[src/rtl/shift_register_piso_core.sv]
// Parallel-in / serial-out shift register.
// A parallel word is captured on any edge with shift low. Each edge with shift
// high moves it one place toward the serial end, and FILL_BIT enters the far end.
// Once the word has been fully shifted out, the register holds only FILL_BIT.
// The serial output is taken straight from the end bit of the register, so the
// first bit is visible right after the load edge. There is no output pipeline.
module shift_register_piso_core #(
  parameter int   WIDTH     = 4,
  parameter bit   MSB_FIRST = 1'b1,
  parameter logic FILL_BIT  = 1'b0
) (
  input  logic             clk,
  input  logic             rst,
  input  logic             shift,
  input  logic [WIDTH-1:0] data,
  output logic             q_out
);

  logic [WIDTH-1:0] sreg;

  // Reset wins over everything. Otherwise, load the word or advance it one position toward the serial end.
  always_ff @(posedge clk) begin
    if (rst) begin
      sreg <= '0;
    end else if (!shift) begin
      sreg <= data;
    end else if (MSB_FIRST) begin
      sreg <= {sreg[WIDTH-2:0], FILL_BIT};
    end else begin
      sreg <= {FILL_BIT, sreg[WIDTH-1:1]};
    end
  end

  // The serial end depends on the shift direction; q_out is a plain wire from that register bit.
  generate
    if (MSB_FIRST) begin : gen_msb_end
      assign q_out = sreg[WIDTH-1];
    end else begin : gen_lsb_end
      assign q_out = sreg[0];
    end
  endgenerate

endmodule

[config.mk]
export PLATFORM = sky130hd
export DESIGN_NAME = shift_register_piso_core
export DESIGN_NICKNAME = d
export VERILOG_FILES = /design/src/rtl/shift_register_piso_core.sv
export SDC_FILE = /design/constraint.sdc
export NUM_CORES = 1
export LEC_CHECK = 0
export ABC_AREA = 1
export BUFFER_PORTS_ARGS = -buffer_cell sky130_fd_sc_hd__buf_4
export CAP_MARGIN = 15
export CORE_AREA = 2 2 39 41
export CTS_BUF_LIST = sky130_fd_sc_hd__clkbuf_8
export DETAILED_ROUTE_END_ITERATION = 8
export DIE_AREA = 0 0 41 43
export PLACE_DENSITY = 0.38
export RECOVER_POWER = 25
export SLEW_MARGIN = 10
export SYNTH_ARGS = -nofsm -noshare
export SYNTH_HDL_FRONTEND = slang
export SYNTH_SLANG_ARGS = --single-unit
[constraint.sdc]
create_clock -name clk -period 1.55 [get_ports clk]
set_input_delay 0.155 -clock clk [delete_from_list [all_inputs] [get_ports clk]]
set_output_delay 0.155 -clock clk [all_outputs]
set_load 0.1 [all_outputs]
==> run_results.csv, run 1 <==
group,metric,value,unit
sta,max_freq,1.047,GHz
sta,final-setup-viol-count,0,
detailed_routing,wl,293,um
sta,fin_skew,0.001031,ns
detailed_routing,first_pass_iters,1,
synth,ys_ff_latch,4,
placement,io_buffers,7,
sta,period_needed,0.9550,ns
cts,cts_tree,"built",
synth,syn-num-nets,29,
placement,gp_congestion,0.6563,
die,fp.coreArea,1384,sq um
layout,final_cell_mix,"nor2_1 (7), nand2_1 (7), buf_4 (6), inv_1 (4), dfxtp_1 (4)",
cts,cts_buffers,3,
grt,antenna_found_initial,0,
worst_setup_path,critical_path_buf_inv_count,1,
grt,grt_pass1_vias,146,
sta,hold_violations,0,
worst_setup_path,cp_slowest_stage_delay,0.30,ns
worst_setup_path,cp_slowest_cell,"dfxtp_1",
placement,place_inst,45,
layout,reg_top3,"sreg x4",
detailed_routing,post-route-drc-count,0,
worst_setup_path,critPathTopFamily,"flip-flops",
die,chipHeight,43,um
cts,hold_buffers,0,
die,die-area,1763,sq um
synth,syn_area,147.6,sq um
grt,grt_max_degree,8,
power_and_ir_drop,max-vdd-ir-drop,370.3,uV
die,floorplan.initialDensity,0.1067,
synth,ys_types,4,
sta,worstMarginPinSlew,0.2769,ns
layout,regMostFlops,"sreg",
synth,syn_inst,22,
detailed_routing,dr_total_vias,148,
die,row_count,14,
worst_setup_path,crit_chain,"buf_4",
layout,areaGrowthSynthToFinish,77.12,%
detailed_routing,ant_nets,0,
grt,grt_overflow_total,0,
sta,drv_slew,0,
layout,antennaDiodeCount,0,
min_path,holdCritPathClass,"input port to register",
die,dieWidth,41,um
detailed_routing,wl_per_cell,6.104,um
cts,post_cts_buffers,0,
worst_setup_path,critPathKind,"register to primary output",
cts,cts_buffer_depth,2,
layout,fillers,168,
cts,cts_num_sinks,4,
placement,hpwl,222.4,um
sta,slew-limit-headroom,0.8169,
layout,largest_reg_flops,4,
cts,cts-resized-gates,0,
cts,clk_latency,0.21,ns
placement,place_area,220.2,sq um
cts,clk_pin_slew_worst_paths,0.03,ns
layout,postLayoutCellArea,261.5,sq um
worst_setup_path,end_kind,"primary output",
sta,fin_crit_sh,0.6161,
synth,avgSynthCellArea,6.711,sq um
worst_setup_path,crit_path_start_kind,"register",
layout,drive_above_1_share,0.3125,
detailed_routing,drtIter0Drc,0,
cts,cts_root_buf,"clkbuf_8",
worst_setup_path,cp.arrival,0.80,ns
layout,nNetsFinal,41,
layout,fin_cells,48,
power_and_ir_drop,p_leak,0.0001357,uW
die,ioPinCount,8,
status,status,"completed",
run,max_cap_violations,0,
cts,htreeDepth,1,
sta,final.setup.tns,0,ns
detailed_routing,vias_per_cell,3.083,
synth,synth_warnings,0,
grt,grt_first_pass_wirelength,483,um
grt,track_usage,0.04819,
synth,ys_seq_area_frac,0.5424,
sta,rsz0062_at_grt,"false",
power_and_ir_drop,power_per_cell_area,1404,nW/um^2
worst_setup_path,cp.required,1.39,ns
worst_setup_path,cp_max_fo,1,
layout,post-route-util,0.1890,
==> synth_stat cells (all sizes together) <==
cell,number,share of area
inv,4,0.10
nor2,7,0.18
nand2,7,0.18
dfxtp,4,0.54
==> report_power, final <==
part,switching [uW],internal (uW)
clock,49.2,165
sequential,1.52,110
combinational,24.5,16.7
total,75.3,292
==> worst paths after layout <==
path | startpoint | slack, ns | to | cells after the start
max | sreg[3] | 0.60 | q_out | 1
min | shift | 0.15 | sreg[0] | 2
max reg2reg | sreg[0] | 0.99 | sreg[1] | 4
min reg2reg | sreg[1] | 0.49 | sreg[2] | 4
==> per-stage QoR <==
stage / hold WS (ns) / worst slack (ns) / power, uW
finish: 0.1525 / 0.5950 / 367.1
global route: 0.1604 / 0.5672 / 385.0
detailed placement: 0.3757 / 0.8150 / 155.1
floorplan: 0.2266 / 0.4860 / 136.7
CTS: 0.1547 / 0.5865 / 376.2
global placement: 0.3785 / 0.8328 / 154.8
==> per-layer routing <==
layer,vias to the layer above,global-route usage,part of all wire
li1,82,-,-
met1,60,0.04180,0.46
met2,6,0.05313,0.43
met3,0,0.04712,0.11
met4,0,0.06000,0
met5,-,0,0
==> area by class of cell <==
| type | count | area (sq um) | area share |
|---|---|---|---|
| Tap cell | 16 | 20.02 | 0.07655 |
| Sequential cell | 4 | 80.08 | 0.3062 |
| Multi-Input combinational cell | 14 | 52.55 | 0.2010 |
| Timing Repair Buffer | 7 | 52.55 | 0.2010 |
| Inverter | 4 | 15.01 | 0.05742 |
| Clock buffer | 3 | 41.29 | 0.1579 |
==> kinds of logic (layout without fill, tap and decap cells) <==
group	after synthesis	after routing	share of synthesized area
buffers and inverters	4	14	0.1017
DFF	4	4	0.5424
and+or+nand+nor	14	14	0.3560
(Power assumes the default switching activity.)
==> run 2: changes to the inputs <==
- clock period: 1.55 -> 0.9 ns (I/O delays scaled with it)
==> run 2 against run 1 <==
- critical path depth did not move
- clock-buffer cell count is the same
- die area did not move
- register-to-register slack worse by 0.65 ns
- hold slack lost 0.065 ns
- clock power rose by 74%
- first-iteration DRC count did not move
- wire length increased by 1.0%
- critical path type unchanged
- critical endpoint unchanged
- highest routed layer unchanged
==> run_results.csv, run 2 (same netlist as run 1, synthesis figures left out) <==
group,metric,value,unit
status,status,"completed",
die,floorplan.initialDensity,0.1067,
die,row_count,14,
run,max_cap_violations,0,
detailed_routing,post-route-drc-count,0,
cts,hold_buffers,0,
cts,cts_root_buf,"clkbuf_8",
cts,cts_num_sinks,4,
placement,hpwl,220.4,um
sta,drv_slew,0,
cts,clk_pin_slew_worst_paths,0.03,ns
layout,regMostFlops,"sreg",
layout,areaGrowthSynthToFinish,80.51,%
die,die-area,1763,sq um
placement,gp_congestion,0.6909,
die,chipHeight,43,um
power_and_ir_drop,power_per_cell_area,2396,nW/um^2
grt,grt_first_pass_wirelength,503,um
power_and_ir_drop,power.internal,505.5,uW
placement,io_buffers,7,
min_path,holdCritPathClass,"input port to register",
cts,cts_buffers,3,
sta,max_freq,1.209,GHz
worst_setup_path,critical_path_buf_inv_count,1,
layout,reg_top3,"sreg x4",
layout,drive_above_1_share,0.3438,
detailed_routing,drtIter0Drc,0,
worst_setup_path,crit_chain,"buf_6",
cts,htreeDepth,1,
layout,final_cell_mix,"nor2_1 (7), nand2_1 (7), buf_4 (5), inv_1 (4)",
layout,fin_cells,48,
grt,track_usage,0.05221,
worst_setup_path,cp_slowest_cell,"dfxtp_2",
sta,fin_crit_sh,0.9190,
power_and_ir_drop,p_leak,0.0001369,uW
cts,cts_tree,"built",
sta,final.setup.tns,0,ns
grt,antenna_found_initial,0,
worst_setup_path,critPathTopFamily,"flip-flops",
sta,period_needed,0.8271,ns
die,dieWidth,41,um
grt,grt_pass1_vias,141,
detailed_routing,wl_per_cell,6.167,um
power_and_ir_drop,switching_power,133.1,uW
layout,antennaDiodeCount,0,
worst_setup_path,cp_slowest_stage_delay,0.31,ns
grt,grt_max_degree,8,
sta,worstMarginPinSlew,0.2007,ns
detailed_routing,first_pass_iters,1,
worst_setup_path,cp.arrival,0.74,ns
power_and_ir_drop,swShare,0.2084,
detailed_routing,wl,296,um
sta,rsz0062_at_grt,"false",
detailed_routing,dr_total_vias,141,
grt,grt_overflow_total,0,
layout,largest_reg_flops,4,
sta,slew-limit-headroom,0.8665,
power_and_ir_drop,clock_power_share,0.584,
worst_setup_path,end_kind,"primary output",
placement,place_inst,45,
sta,final-setup-viol-count,0,
die,fp.coreArea,1384,sq um
cts,clk_latency,0.21,ns
worst_setup_path,critPathKind,"register to primary output",
sta,hold_violations,0,
worst_setup_path,cp_max_fo,1,
power_and_ir_drop,power_frac_comb,0.114,
sta,fin_skew,0.001290,ns
layout,nNetsFinal,41,
power_and_ir_drop,max-vdd-ir-drop,637.9,uV
die,ioPinCount,8,
cts,cts_buffer_depth,2,
power_and_ir_drop,seqPwrFrac,0.302,
worst_setup_path,crit_path_start_kind,"register",
detailed_routing,vias_per_cell,2.938,
detailed_routing,ant_nets,0,
worst_setup_path,cp.required,0.81,ns
## run 2: changes by cell type in the layout (fill, tap and decap cells not counted)
| cell | change |
|---|---|
| buf_4 | -1 |
| buf_6 | +1 |
| dfxtp_1 | -1 |
| dfxtp_2 | +1 |
## run 2: per-layer routing
metal / global-route usage / share of wire / vias to the layer above
li1: - / - / 82
met1: 0.04502 / 0.42 / 51
met2: 0.06250 / 0.41 / 8
met3: 0.09424 / 0.18 / 0
met4: 0 / 0 / 0
met5: 0 / 0 / -
## run 2: final timing paths
path	slack, ns	depth (start not counted)	endpoint	startpoint
max reg2reg	0.34	4	sreg[3]	sreg[2]
min reg2reg	0.48	4	sreg[2]	sreg[1]
max	0.07	1	q_out	sreg[3]
min	0.09	2	sreg[0]	shift
## run 2: power groups by stage
stage,clock network (uW),registers [uW],logic (uW)
after floorplan,0,217,19.0
after global placement,0,195,72.8
after detailed placement,0,195,72.6
after CTS,388,192,73.0
after global routing,402,194,80.6
final,373,193,73.0
## run 2: metrics by stage
stage	util	power, uW	cell area, sq um	hold slack [ns]	setup WS, ns
2_1_floorplan	-	236.3	148.9	0.1616	0.1842
3_3_place_gp	0.1600	267.3	221.5	0.3139	0.2473
3_5_place_dp	0.1600	267.4	221.5	0.3148	0.2462
4_1_cts	0.1899	653.5	262.8	0.08886	0.01463
5_1_grt	0.1926	675.8	266.5	0.09268	0.05302
6_report	0.1926	638.6	266.5	0.08772	0.07291
## run 2: area by class of cell
| type | count | area (sq um) |
|---|---|---|
| clock buffer | 3 | 41.29 |
| fill | 163 | 1117 |
| inverter | 4 | 15.01 |
| multi-input combinational | 14 | 52.55 |
| sequential | 4 | 81.33 |
| tap | 16 | 20.02 |
| timing repair buffer | 7 | 56.30 |
## run 2: what timing repair did
action                                  4_1_cts  5_1_grt
buffers inserted                              0        0
gates resized for setup                       0        1
endpoints found under the setup margin        0        1
